$ cat config.mk
export PLATFORM = sky130hd
export DESIGN_NAME = traffic_conflict_monitor_flat
export DESIGN_NICKNAME = d
export VERILOG_FILES = /design/src/rtl/traffic_conflict_monitor_if.sv /design/src/rtl/traffic_conflict_monitor.sv /design/src/flat_wrapper.sv
export SDC_FILE = /design/constraint.sdc
export NUM_CORES = 1
export LEC_CHECK = 0
export BUFFER_PORTS_ARGS = -buffer_cell sky130_fd_sc_hd__buf_4
export CORE_MARGIN = 2
export CORE_UTILIZATION = 50
export CTS_CLUSTER_SIZE = 30
export DETAILED_ROUTE_END_ITERATION = 16
export PLACE_DENSITY_LB_ADDON = 0.08
export SETUP_SLACK_MARGIN = 0.2
export SYNTH_ARGS = -nofsm -noshare
export SYNTH_HDL_FRONTEND = slang
export SYNTH_SLANG_ARGS = --single-unit
$ cat constraint.sdc
create_clock -name clk -period 3.2 [get_ports clk]
set_input_delay 0.16 -clock clk [delete_from_list [all_inputs] [get_ports clk]]
set_output_delay 0.16 -clock clk [all_outputs]
set_load 0.01 [all_outputs]
$ cat src/rtl/traffic_conflict_monitor_if.sv
// Lamp bundle from the NS/EW controller plus the monitor's decoded status.
// The master drives the lamps and the slave (the monitor) drives the status.
interface traffic_conflict_monitor_if #(
  parameter int CNT_W = 5,
  parameter int CYC_W = 16
);
  logic             ns_red;
  logic             ns_yellow;
  logic             ns_green;
  logic             ew_red;
  logic             ew_yellow;
  logic             ew_green;
  logic [1:0]       phase;
  logic             phase_valid;
  logic [CNT_W-1:0] dwell;
  logic [CYC_W-1:0] cycle_count;
  logic             fault;
  logic [2:0]       fault_code;
  logic             flash_red;

  modport master (
    output ns_red, ns_yellow, ns_green, ew_red, ew_yellow, ew_green,
    input  phase, phase_valid, dwell, cycle_count, fault, fault_code, flash_red
  );

  modport slave (
    input  ns_red, ns_yellow, ns_green, ew_red, ew_yellow, ew_green,
    output phase, phase_valid, dwell, cycle_count, fault, fault_code, flash_red
  );
endinterface

$ cat src/rtl/traffic_conflict_monitor.sv
// Lamp-output checker: decodes phase, checks legality/order/dwell each sample; status is
// valid one edge after the sample, first violation latches a sticky code and a flash-red request.
module traffic_conflict_monitor #(
  parameter int GREEN_CYCLES  = 25,
  parameter int YELLOW_CYCLES = 5,
  parameter int CNT_W         = 5,
  parameter int CYC_W         = 16,
  parameter int FLASH_HALF    = 8
) (
  input  logic clk,
  input  logic reset,
  traffic_conflict_monitor_if.slave mon
);

  localparam int FL_W = $clog2(FLASH_HALF + 1);
  localparam logic [CNT_W-1:0] GRN_REQ   = CNT_W'(GREEN_CYCLES);
  localparam logic [CNT_W-1:0] YEL_REQ   = CNT_W'(YELLOW_CYCLES);
  localparam logic [FL_W-1:0]  FLASH_MAX = FL_W'(FLASH_HALF - 1);

  localparam logic [1:0] PH_NS_G = 2'b00;
  localparam logic [1:0] PH_NS_Y = 2'b01;
  localparam logic [1:0] PH_EW_G = 2'b10;
  localparam logic [1:0] PH_EW_Y = 2'b11;

  localparam logic [2:0] C_NONE      = 3'd0;
  localparam logic [2:0] C_CONFLICT  = 3'd1;
  localparam logic [2:0] C_ILLEGAL   = 3'd2;
  localparam logic [2:0] C_SEQUENCE  = 3'd3;
  localparam logic [2:0] C_TOO_LONG  = 3'd4;
  localparam logic [2:0] C_TOO_SHORT = 3'd5;

  typedef enum logic [1:0] {SYNC, TRACK, FAULT} state_t;

  state_t           state_q, state_d;
  logic [1:0]       phase_q, phase_d;
  logic             valid_q, valid_d;
  logic [CNT_W-1:0] dwell_q, dwell_d;
  logic [CYC_W-1:0] cyc_q, cyc_d;
  logic             partial_q, partial_d;
  logic             fault_q, fault_d;
  logic [2:0]       code_q, code_d;
  logic             flash_q, flash_d;
  logic [FL_W-1:0]  fcnt_q, fcnt_d;

  logic [5:0]       pat;
  logic             legal;
  logic [1:0]       pat_ph;
  logic             conflict;
  logic [CNT_W-1:0] req;
  logic [2:0]       viol;

  assign pat = {mon.ns_red, mon.ns_yellow, mon.ns_green,
                mon.ew_red, mon.ew_yellow, mon.ew_green};
  assign conflict = (mon.ns_yellow | mon.ns_green) & (mon.ew_yellow | mon.ew_green);
  assign req = phase_q[0] ? YEL_REQ : GRN_REQ;

  always_comb begin
    legal  = 1'b1;
    pat_ph = PH_NS_G;
    case (pat)
      6'b001_100: pat_ph = PH_NS_G;
      6'b010_100: pat_ph = PH_NS_Y;
      6'b100_001: pat_ph = PH_EW_G;
      6'b100_010: pat_ph = PH_EW_Y;
      default:    legal  = 1'b0;
    endcase
  end

  always_comb begin
    state_d   = state_q;
    phase_d   = phase_q;
    valid_d   = valid_q;
    dwell_d   = dwell_q;
    cyc_d     = cyc_q;
    partial_d = partial_q;
    fault_d   = fault_q;
    code_d    = code_q;
    flash_d   = flash_q;
    fcnt_d    = fcnt_q;
    viol      = C_NONE;

    case (state_q)
      SYNC: begin
        if (!legal) begin
          viol = conflict ? C_CONFLICT : C_ILLEGAL;
        end else begin
          phase_d   = pat_ph;
          dwell_d   = CNT_W'(1);
          valid_d   = 1'b1;
          partial_d = 1'b1;
          state_d   = TRACK;
        end
      end
      TRACK: begin
        if (!legal) begin
          viol = conflict ? C_CONFLICT : C_ILLEGAL;
        end else if (pat_ph == phase_q) begin
          if (dwell_q == req) viol = C_TOO_LONG;
          else                dwell_d = dwell_q + 1'b1;
        end else if (pat_ph == phase_q + 2'd1) begin
          // The phase adopted at sync may have started before we saw it.
          if (dwell_q != req && !partial_q) begin
            viol = C_TOO_SHORT;
          end else begin
            phase_d   = pat_ph;
            dwell_d   = CNT_W'(1);
            partial_d = 1'b0;
            if (phase_q == PH_EW_Y) cyc_d = cyc_q + 1'b1;
          end
        end else begin
          viol = C_SEQUENCE;
        end
      end
      FAULT: begin
        if (fcnt_q == FLASH_MAX) begin
          flash_d = ~flash_q;
          fcnt_d  = '0;
        end else begin
          fcnt_d  = fcnt_q + 1'b1;
        end
      end
      default: state_d = SYNC;
    endcase

    if (viol != C_NONE) begin
      state_d = FAULT;
      fault_d = 1'b1;
      code_d  = viol;
      valid_d = 1'b0;
      flash_d = 1'b1;
      fcnt_d  = '0;
    end
  end

  always_ff @(posedge clk) begin
    if (reset) begin
      state_q   <= SYNC;
      phase_q   <= PH_NS_G;
      valid_q   <= 1'b0;
      dwell_q   <= '0;
      cyc_q     <= '0;
      partial_q <= 1'b0;
      fault_q   <= 1'b0;
      code_q    <= C_NONE;
      flash_q   <= 1'b0;
      fcnt_q    <= '0;
    end else begin
      state_q   <= state_d;
      phase_q   <= phase_d;
      valid_q   <= valid_d;
      dwell_q   <= dwell_d;
      cyc_q     <= cyc_d;
      partial_q <= partial_d;
      fault_q   <= fault_d;
      code_q    <= code_d;
      flash_q   <= flash_d;
      fcnt_q    <= fcnt_d;
    end
  end

  assign mon.phase       = phase_q;
  assign mon.phase_valid = valid_q;
  assign mon.dwell       = dwell_q;
  assign mon.cycle_count = cyc_q;
  assign mon.fault       = fault_q;
  assign mon.fault_code  = code_q;
  assign mon.flash_red   = flash_q;

endmodule
$ cat src/flat_wrapper.sv
// flat-port wrapper written by rule: the top's interface ports become plain ports
module traffic_conflict_monitor_flat 
#(
  parameter int GREEN_CYCLES  = 25,
  parameter int YELLOW_CYCLES = 5,
  parameter int CNT_W         = 5,
  parameter int CYC_W         = 16,
  parameter int FLASH_HALF    = 8
)
  (clk, reset, mon_ns_red, mon_ns_yellow, mon_ns_green, mon_ew_red, mon_ew_yellow, mon_ew_green, mon_phase, mon_phase_valid, mon_dwell, mon_cycle_count, mon_fault, mon_fault_code, mon_flash_red);
  traffic_conflict_monitor_if #(.CNT_W(CNT_W), .CYC_W(CYC_W)) mon_i ();
  input  logic clk;
  input  logic reset;
  input wire logic [$bits(mon_i.ns_red)-1:0] mon_ns_red;
  input wire logic [$bits(mon_i.ns_yellow)-1:0] mon_ns_yellow;
  input wire logic [$bits(mon_i.ns_green)-1:0] mon_ns_green;
  input wire logic [$bits(mon_i.ew_red)-1:0] mon_ew_red;
  input wire logic [$bits(mon_i.ew_yellow)-1:0] mon_ew_yellow;
  input wire logic [$bits(mon_i.ew_green)-1:0] mon_ew_green;
  output wire logic [$bits(mon_i.phase)-1:0] mon_phase;
  output wire logic [$bits(mon_i.phase_valid)-1:0] mon_phase_valid;
  output wire logic [$bits(mon_i.dwell)-1:0] mon_dwell;
  output wire logic [$bits(mon_i.cycle_count)-1:0] mon_cycle_count;
  output wire logic [$bits(mon_i.fault)-1:0] mon_fault;
  output wire logic [$bits(mon_i.fault_code)-1:0] mon_fault_code;
  output wire logic [$bits(mon_i.flash_red)-1:0] mon_flash_red;
  assign mon_i.ns_red = mon_ns_red;
  assign mon_i.ns_yellow = mon_ns_yellow;
  assign mon_i.ns_green = mon_ns_green;
  assign mon_i.ew_red = mon_ew_red;
  assign mon_i.ew_yellow = mon_ew_yellow;
  assign mon_i.ew_green = mon_ew_green;
  assign mon_phase = mon_i.phase;
  assign mon_phase_valid = mon_i.phase_valid;
  assign mon_dwell = mon_i.dwell;
  assign mon_cycle_count = mon_i.cycle_count;
  assign mon_fault = mon_i.fault;
  assign mon_fault_code = mon_i.fault_code;
  assign mon_flash_red = mon_i.flash_red;
  traffic_conflict_monitor #(.GREEN_CYCLES(GREEN_CYCLES), .YELLOW_CYCLES(YELLOW_CYCLES), .CNT_W(CNT_W), .CYC_W(CYC_W), .FLASH_HALF(FLASH_HALF)) u_core (.clk(clk), .reset(reset), .mon(mon_i));
endmodule
==> results of run 1 <==
flip-flops by register name, indices dropped and copies added (netlist names):
| register | count |
|---|---|
| u_core.mon.fault_code | 3 |
| u_core.mon.dwell | 5 |
| u_core.state_q | 2 |
| u_core.partial_q | 1 |
| u_core.mon.cycle_count | 16 |
| u_core.mon.flash_red | 1 |
| u_core.fcnt_q | 4 |
| u_core.mon.fault | 1 |
| u_core.mon.phase_valid | 1 |
| u_core.mon.phase | 2 |
worst max-delay path: stages (launching register included):
cell and delay (ns):
sky130_fd_sc_hd__dfxtp_1 0.50, sky130_fd_sc_hd__nor4bb_1 0.33, sky130_fd_sc_hd__o21a_1 0.24, sky130_fd_sc_hd__o211a_4 0.23, sky130_fd_sc_hd__nand4_2 0.28, sky130_fd_sc_hd__or4_1 0.59, sky130_fd_sc_hd__a21oi_1 0.15
metal layers:
layer | part of all wire (%) | vias to the layer above | global-route usage, %
li1 | - | 975 | -
met1 | 49 | 861 | 28.2
met2 | 45 | 40 | 31.7
met3 | 4.4 | 7 | 5.10
met4 | 1.2 | 0 | 6.00
met5 | 0 | - | 0
stage by stage:
step	hold WS [ns]	utilization, %	std cells
after detailed placement	0.440	58.7	319
after global placement	0.435	58.7	319
final	0.268	60.6	326
after CTS	0.269	60.6	326
after floorplan	0.424	-	244
after global routing	0.285	60.6	326
layout by cell type (no fill, tap or decap), types with 6 or more instances in the layout:
master	Yosys	routed
sky130_fd_sc_hd__buf_4	0	36
sky130_fd_sc_hd__nor2_1	12	12
sky130_fd_sc_hd__or3_1	13	13
sky130_fd_sc_hd__inv_1	8	8
sky130_fd_sc_hd__xor2_1	6	6
sky130_fd_sc_hd__nand3_1	6	6
sky130_fd_sc_hd__dfxtp_1	36	36
sky130_fd_sc_hd__nand4_1	7	7
sky130_fd_sc_hd__ha_1	8	8
sky130_fd_sc_hd__o21ai_0	18	18
sky130_fd_sc_hd__mux2i_1	7	7
sky130_fd_sc_hd__nand2_1	20	20
sky130_fd_sc_hd__nor3_1	8	8
sky130_fd_sc_hd__a21oi_1	22	22
worst min path at each step:
| stage | end | slack, ns | cells past startpoint | start |
|---|---|---|---|---|
| final | u_core.mon.cycle_count[2] | 0.27 | 2 | reset |
| after global routing | u_core.partial_q | 0.28 | 2 | reset |
| after CTS | u_core.mon.cycle_count[0] | 0.27 | 2 | reset |
| after detailed placement | u_core.mon.fault | 0.44 | 2 | u_core.mon.fault |
| after global placement | u_core.mon.fault | 0.43 | 2 | u_core.mon.fault |
| after floorplan | u_core.partial_q | 0.42 | 2 | reset |
power by group:
| part | total (mW) | switching, mW | internal, mW |
|---|---|---|---|
| logic | 0.172 | 0.0992 | 0.0728 |
| registers | 0.479 | 0.0137 | 0.465 |
| clock network | 0.297 | 0.149 | 0.148 |
final cells by class:
cell class	instances	area share [%]
Clock inverter	1	0.206
Sequential cell	36	29.7
Clock buffer	6	2.99
Timing Repair Buffer	36	11.1
Inverter	8	1.24
Tap cell	50	2.58
Multi-Input combinational cell	189	52.1
cell families after synthesis:
group / count (synthesis) / synth area share [%]
DFF: 36 / 34.8
and+or+nand+nor: 93 / 26.0
buffers and inverters: 19 / 4.17
muxes: 8 / 3.93
xor gates and xnor gates: 9 / 4.17
AOI/OAI and AO/OA: 71 / 22.1
adders and majority gates: 8 / 4.83
==> impl_metrics.prom, run 1 <==
# TYPE chip_impl_metric gauge
chip_impl_metric{name="cp_max_fo",unit=""} 14
chip_impl_metric{name="route.detailed.drc",unit=""} 0
chip_impl_metric{name="regToRegSetupSlack",unit="ns"} 0.81
chip_impl_metric{name="post_synth_instance_area",unit="µm²"} 2070
chip_impl_metric{name="drive_gt1_share",unit="%"} 19.6
chip_impl_metric{name="drtPass1Iterations",unit=""} 4
chip_impl_metric{name="layout_min_cycle_time",unit="ns"} 2.39
chip_impl_metric{name="finalSetupTns",unit="ns"} 0
chip_impl_metric{name="chipWidth",unit="µm"} 68.4
chip_impl_metric{name="wl_per_cell",unit="µm"} 13.1
chip_impl_metric{name="ys_warn_count",unit=""} 0
chip_impl_metric{name="clkLatencyLatePin",unit="ns"} 0.28
chip_impl_metric{name="numClockSinks",unit=""} 36
chip_impl_info{name="synth_most_common_cell",value="sky130_fd_sc_hd__dfxtp_1"} 1
chip_impl_metric{name="fp.dieArea",unit="µm²"} 4670
chip_impl_metric{name="synth_area_per_cell",unit="µm²"} 8.49
chip_impl_metric{name="synth.distinct_cells",unit=""} 52
chip_impl_metric{name="cts.htree.levels",unit=""} 2
chip_impl_metric{name="maxSlewHeadroom",unit="%"} 59.6
chip_impl_info{name="crit_path_end_kind",value="flop"} 1
chip_impl_metric{name="pre_cts_ws",unit="ns"} 0.683
chip_impl_metric{name="synth-seq-area-share",unit="%"} 34.8
chip_impl_metric{name="cts_hold_buffers",unit=""} 0
chip_impl_metric{name="clk_pin_slew_worst_paths",unit="ns"} 0.07
chip_impl_info{name="cts_tree",value="yes"} 1
chip_impl_metric{name="routed_wire_length",unit="mm"} 4.26
chip_impl_metric{name="postSynthRegisterBits",unit=""} 36
chip_impl_info{name="crit_start",value="u_core.mon.phase[0]"} 1
chip_impl_metric{name="postCtsResizedCells",unit=""} 0
chip_impl_metric{name="n_antenna_cell",unit=""} 0
chip_impl_metric{name="grt_pass1_vias",unit=""} 1645
chip_impl_metric{name="synth.net_count",unit=""} 260
chip_impl_metric{name="grt_overflow",unit=""} 0
chip_impl_metric{name="initial_antenna_violation_count",unit=""} 0
chip_impl_metric{name="fp.coreArea",unit="µm²"} 4000
chip_impl_metric{name="cts.repair_timing.setup_buffer_count",unit=""} 0
chip_impl_metric{name="area.growth.synth_to_final",unit="%"} 17.1
chip_impl_metric{name="initial_core_util",unit="%"} 51.8
chip_impl_metric{name="async_flop_share",unit="%"} 0
chip_impl_metric{name="num-nets-final",unit=""} 292
chip_impl_info{name="min_path_type",value="primary input to flop"} 1
chip_impl_metric{name="grt_start_max_net_pins",unit=""} 35
chip_impl_info{name="clockRootBuffer",value="sky130_fd_sc_hd__clkbuf_8"} 1
chip_impl_metric{name="hold_viol",unit=""} 0
chip_impl_metric{name="max-cap-violations",unit=""} 0
chip_impl_info{name="reg2reg_to",value="u_core.mon.cycle_count[11]"} 1
chip_impl_metric{name="antenna_nets_post_route",unit=""} 0
chip_impl_info{name="reg2reg_from",value="u_core.mon.phase[0]"} 1
chip_impl_metric{name="gp_congestion",unit=""} 0.760
chip_impl_info{name="status",value="finished, final reports clean"} 1
chip_impl_info{name="grt_setup_unrepaired",value="no"} 1
chip_impl_metric{name="power_leakage",unit="nW"} 0.913
chip_impl_metric{name="post_place_instance_area",unit="µm²"} 2350
chip_impl_metric{name="cp.required",unit="ns"} 3.42
chip_impl_metric{name="io-pin-count",unit=""} 37
chip_impl_metric{name="fill_cells",unit=""} 375
chip_impl_info{name="post-synth-top-area-cell",value="sky130_fd_sc_hd__dfxtp_1"} 1
chip_impl_metric{name="maximum_buffer_depth_of_the_clock_tree",unit=""} 2
chip_impl_info{name="synth.top_cells.by_area",value="sky130_fd_sc_hd__dfxtp_1 (35%), sky130_fd_sc_hd__a21oi_1 (5.3%), sky130_fd_sc_hd__ha_1 (4.8%)"} 1
chip_impl_info{name="timing.setup.critical_path_class",value="flop to flop"} 1
chip_impl_metric{name="fmax",unit="MHz"} 419
chip_impl_metric{name="worst_slew_pin_slew",unit="ns"} 0.606
chip_impl_metric{name="multi_input_area",unit="µm²"} 1260
chip_impl_metric{name="power.density_cell_area",unit="nW/µm²"} 391
chip_impl_metric{name="die-height",unit="µm"} 68.4
chip_impl_metric{name="timing.clock.skew",unit="ns"} 0.00469
chip_impl_metric{name="worst_r2r_path_depth",unit=""} 6
chip_impl_metric{name="initialDrtViolationCount",unit=""} 113
chip_impl_metric{name="synth-edff-count",unit=""} 0
chip_impl_info{name="synth.top_cells.by_count",value="sky130_fd_sc_hd__dfxtp_1 (36), sky130_fd_sc_hd__a21oi_1 (22), sky130_fd_sc_hd__nand2_1 (20)"} 1
chip_impl_metric{name="area.sequential",unit="µm²"} 721
chip_impl_info{name="synth_ff_type",value="sky130_fd_sc_hd__dfxtp_1"} 1
chip_impl_metric{name="cells_after_synthesis",unit=""} 244
chip_impl_metric{name="worstPathArrival",unit="ns"} 2.60
chip_impl_metric{name="routed_via_density",unit=""} 5.78
chip_impl_info{name="worst_setup_sp_type",value="flop"} 1
chip_impl_metric{name="final_min_period_over_clock_period",unit="%"} 74.6
chip_impl_metric{name="vias",unit=""} 1883
chip_impl_metric{name="final_design_area_no_fill",unit="µm²"} 2420
chip_impl_metric{name="tritoncts.num_buffers",unit=""} 5
chip_impl_metric{name="grt.total_usage",unit="%"} 20.5
chip_impl_metric{name="synth_top_area_share",unit="%"} 34.8
chip_impl_info{name="worst_setup_path_endpoint",value="u_core.mon.cycle_count[11]"} 1
chip_impl_metric{name="ir_drop",unit="mV"} 0.295
chip_impl_metric{name="port_buffers",unit=""} 36
chip_impl_metric{name="layout_setup_ws",unit="ns"} 0.813
chip_impl_metric{name="total_power",unit="mW"} 0.948
chip_impl_metric{name="finalSetupViolCount",unit=""} 0
chip_impl_metric{name="wire_length_of_the_first_global_routing_pass",unit="mm"} 7.30
chip_impl_metric{name="post-dp-hpwl",unit="mm"} 3.00
chip_impl_metric{name="placementRows",unit=""} 23
chip_impl_metric{name="report.final.slew_viol_count",unit=""} 0
(Power assumes the default switching activity.)
==> run 2, diff against run 1 <==
==> constraint.sdc (replaced) <==
create_clock -name clk -period 2.1 [get_ports clk]
set_input_delay 0.105 -clock clk [delete_from_list [all_inputs] [get_ports clk]]
set_output_delay 0.105 -clock clk [all_outputs]
set_load 0.01 [all_outputs]
==> run 2 against run 1 <==
  * Clock power is 66% higher
  * Register-to-register slack got worse by 0.72 ns
  * Sequential power rose by 51%
  * Via count increased by 7.0%
  * Die area stayed put
  * Total power grew 65%
  * Sequential share of layout area down 3.8 points
  * Routed wire length grew 9.7%
  * Global-route usage up 0.51 points
  * Worst hold slack worse by 0.058 ns
  * Maximum frequency is 19% higher
  * Non-clock buffer count rose by 32
  * Highest routed layer unchanged
==> impl_metrics.prom, run 2 (synthesized netlist as in run 1, its figures left out) <==
# TYPE chip_impl_metric gauge
chip_impl_metric{name="layout_min_cycle_time",unit="ns"} 2.01
chip_impl_info{name="path_delay_family",value="compound AO/OA/AOI/OAI gates"} 1
chip_impl_metric{name="initialDrtViolationCount",unit=""} 81
chip_impl_metric{name="globalRouteMet2Util",unit="%"} 33.5
chip_impl_metric{name="post-dp-hpwl",unit="mm"} 3.34
chip_impl_metric{name="regToRegSetupSlack",unit="ns"} 0.09
chip_impl_metric{name="grt.total_usage",unit="%"} 21.0
chip_impl_metric{name="worstPathArrival",unit="ns"} 2.19
chip_impl_metric{name="critical_path.max_stage_delay",unit="ns"} 0.40
chip_impl_info{name="status",value="finished, final reports clean"} 1
chip_impl_metric{name="power_leakage",unit="nW"} 1.11
chip_impl_metric{name="io-pin-count",unit=""} 37
chip_impl_metric{name="cp_num_buf_inv",unit=""} 0
chip_impl_metric{name="initial_core_util",unit="%"} 51.8
chip_impl_metric{name="hold_viol",unit=""} 0
chip_impl_metric{name="num-nets-final",unit=""} 324
chip_impl_metric{name="grt_overflow",unit=""} 0
chip_impl_metric{name="grt_use_met1",unit="%"} 28.6
chip_impl_metric{name="drtPass1Iterations",unit=""} 4
chip_impl_info{name="worst_setup_sp_type",value="flop"} 1
chip_impl_info{name="timing.setup.critical_path_class",value="flop to flop"} 1
chip_impl_metric{name="largest_register_ff_count",unit=""} 16
chip_impl_metric{name="grt_start_max_net_pins",unit=""} 35
chip_impl_metric{name="antenna_nets_post_route",unit=""} 0
chip_impl_metric{name="combinationalPowerShare",unit="%"} 22.2
chip_impl_metric{name="fp.dieArea",unit="µm²"} 4670
chip_impl_metric{name="chipWidth",unit="µm"} 68.4
chip_impl_metric{name="vias",unit=""} 2014
chip_impl_metric{name="gp_congestion",unit=""} 0.823
chip_impl_info{name="grt.busiest_layer",value="met2"} 1
chip_impl_metric{name="grt_pass1_vias",unit=""} 1692
chip_impl_metric{name="hold-worst-slack",unit="ns"} 0.211
chip_impl_metric{name="die-height",unit="µm"} 68.4
chip_impl_metric{name="power.clock.fraction",unit="%"} 31.5
chip_impl_metric{name="post_place_instance_area",unit="µm²"} 2570
chip_impl_metric{name="cp_max_fo",unit=""} 8
chip_impl_metric{name="clk_pin_slew_worst_paths",unit="ns"} 0.08
chip_impl_metric{name="cp.required",unit="ns"} 2.28
chip_impl_metric{name="wire_length_of_the_first_global_routing_pass",unit="mm"} 7.49
chip_impl_info{name="crit_path_end_kind",value="flop"} 1
chip_impl_metric{name="report.final.slew_viol_count",unit=""} 0
chip_impl_metric{name="drive_gt1_share",unit="%"} 33.7
chip_impl_metric{name="p_switching",unit="mW"} 0.464
chip_impl_metric{name="numClockSinks",unit=""} 36
chip_impl_metric{name="routed_wire_length",unit="mm"} 4.68
chip_impl_metric{name="final_design_area_no_fill",unit="µm²"} 2830
chip_impl_info{name="critical_path.slowest_cell",value="sky130_fd_sc_hd__dfxtp_4"} 1
chip_impl_info{name="clockRootBuffer",value="sky130_fd_sc_hd__clkbuf_8"} 1
chip_impl_info{name="cts_tree",value="yes"} 1
chip_impl_metric{name="power_report.internal_total",unit="mW"} 1.10
chip_impl_metric{name="power.density_cell_area",unit="nW/µm²"} 552
chip_impl_metric{name="maxSlewHeadroom",unit="%"} 59.1
chip_impl_metric{name="met3_track_utilization_from_global_routing",unit="%"} 4.93
chip_impl_metric{name="wl_per_cell",unit="µm"} 13.0
chip_impl_metric{name="cts.htree.levels",unit=""} 2
chip_impl_metric{name="placementRows",unit=""} 23
chip_impl_metric{name="n_antenna_cell",unit=""} 0
chip_impl_metric{name="worst_slew_pin_slew",unit="ns"} 0.614
chip_impl_info{name="min_path_type",value="primary input to flop"} 1
chip_impl_metric{name="fill_cells",unit=""} 314
chip_impl_metric{name="area.growth.synth_to_final",unit="%"} 36.7
chip_impl_metric{name="routed_via_density",unit=""} 5.61
chip_impl_metric{name="fmax",unit="MHz"} 498
chip_impl_info{name="layout_commonest_cell",value="sky130_fd_sc_hd__buf_4"} 1
chip_impl_metric{name="cts_hold_buffers",unit=""} 0
chip_impl_metric{name="timing.clock.skew",unit="ns"} 0.00463
chip_impl_metric{name="port_buffers",unit=""} 36
chip_impl_metric{name="maximum_buffer_depth_of_the_clock_tree",unit=""} 2
chip_impl_metric{name="final_min_period_over_clock_period",unit="%"} 95.6
chip_impl_metric{name="tritoncts.num_buffers",unit=""} 5
chip_impl_metric{name="route.detailed.drc",unit=""} 0
chip_impl_info{name="mostFrequentLayoutCells",value="sky130_fd_sc_hd__buf_4 (63), sky130_fd_sc_hd__dfxtp_1 (32), sky130_fd_sc_hd__a21oi_1 (21), sky130_fd_sc_hd__nand2_1 (20), sky130_fd_sc_hd__o21ai_0 (16)"} 1
chip_impl_metric{name="finalSetupViolCount",unit=""} 0
chip_impl_metric{name="netSwitchingFraction",unit="%"} 29.7
chip_impl_metric{name="fp.coreArea",unit="µm²"} 4000
chip_impl_metric{name="max-cap-violations",unit=""} 0
chip_impl_metric{name="clkLatencyLatePin",unit="ns"} 0.28
chip_impl_metric{name="share_seq_of_total_power",unit="%"} 46.3
chip_impl_metric{name="ir_drop",unit="mV"} 0.507
chip_impl_info{name="grt_setup_unrepaired",value="yes"} 1
chip_impl_metric{name="initial_antenna_violation_count",unit=""} 0
chip_impl_info{name="cp_cell_sequence",value="ha_4 > or3_4 > o211a_4 > mux2_4 > o221a_1 > o21ba_1"} 1
run 2: path summary, 6_finish.rpt:
path,startpoint,endpoint,cells after the start
min,reset,u_core.mon.cycle_count[2],2
min reg2reg,u_core.mon.fault,u_core.mon.fault,2
max,u_core.mon.phase[0],u_core.mon.fault_code[0],6
max reg2reg,u_core.mon.phase[0],u_core.mon.fault_code[0],6
run 2: cell type report:
| class | instances | area (µm²) | area share [%] |
|---|---|---|---|
| Clock buffer | 5 | 68.8 | 2.43 |
| Clock inverter | 3 | 18.8 | 0.663 |
| Inverter | 8 | 30.0 | 1.06 |
| Multi-Input combinational cell | 189 | 1390 | 49.0 |
| Sequential cell | 36 | 733 | 25.9 |
| Tap cell | 50 | 62.6 | 2.21 |
| Timing Repair Buffer | 68 | 529 | 18.7 |
run 2: repair_timing:
action | 4_1_cts | 5_1_grt
resized for setup | 19 | 11
hold endpoints to repair | 0 | 0
pin swaps | 16 | 11
setup endpoints to repair | 31 | 32
buffers inserted | 2 | 1
cloned | 0 | 0
run 2: layer usage:
metal	part of all wire, %	vias to the layer above
li1	-	1042
met1	49	931
met2	47	36
met3	3.8	5
met4	0.79	0
met5	0	-
run 2: stage by stage:
step                      utilization (%)  total power, mW  TNS (ns)  setup WS (ns)  cells
after floorplan                         -            0.934         0         0.0185    244
after global placement               64.3             1.04    -0.712        -0.0796    348
after detailed placement             64.3             1.04     -1.14         -0.101    348
after CTS                            69.4             1.54         0          0.103    358
after global routing                 70.8             1.63         0         0.0127    359
final                                70.8             1.56         0         0.0914    359
run 2: power by group through the flow:
| stage | logic [mW] | clock network [mW] | registers, mW |
|---|---|---|---|
| after detailed placement | 0.301 | 0 | 0.742 |
| after CTS | 0.317 | 0.503 | 0.724 |
| after floorplan | 0.185 | 0 | 0.749 |
| after global placement | 0.298 | 0 | 0.742 |
| after global routing | 0.380 | 0.528 | 0.727 |
| final | 0.347 | 0.492 | 0.723 |
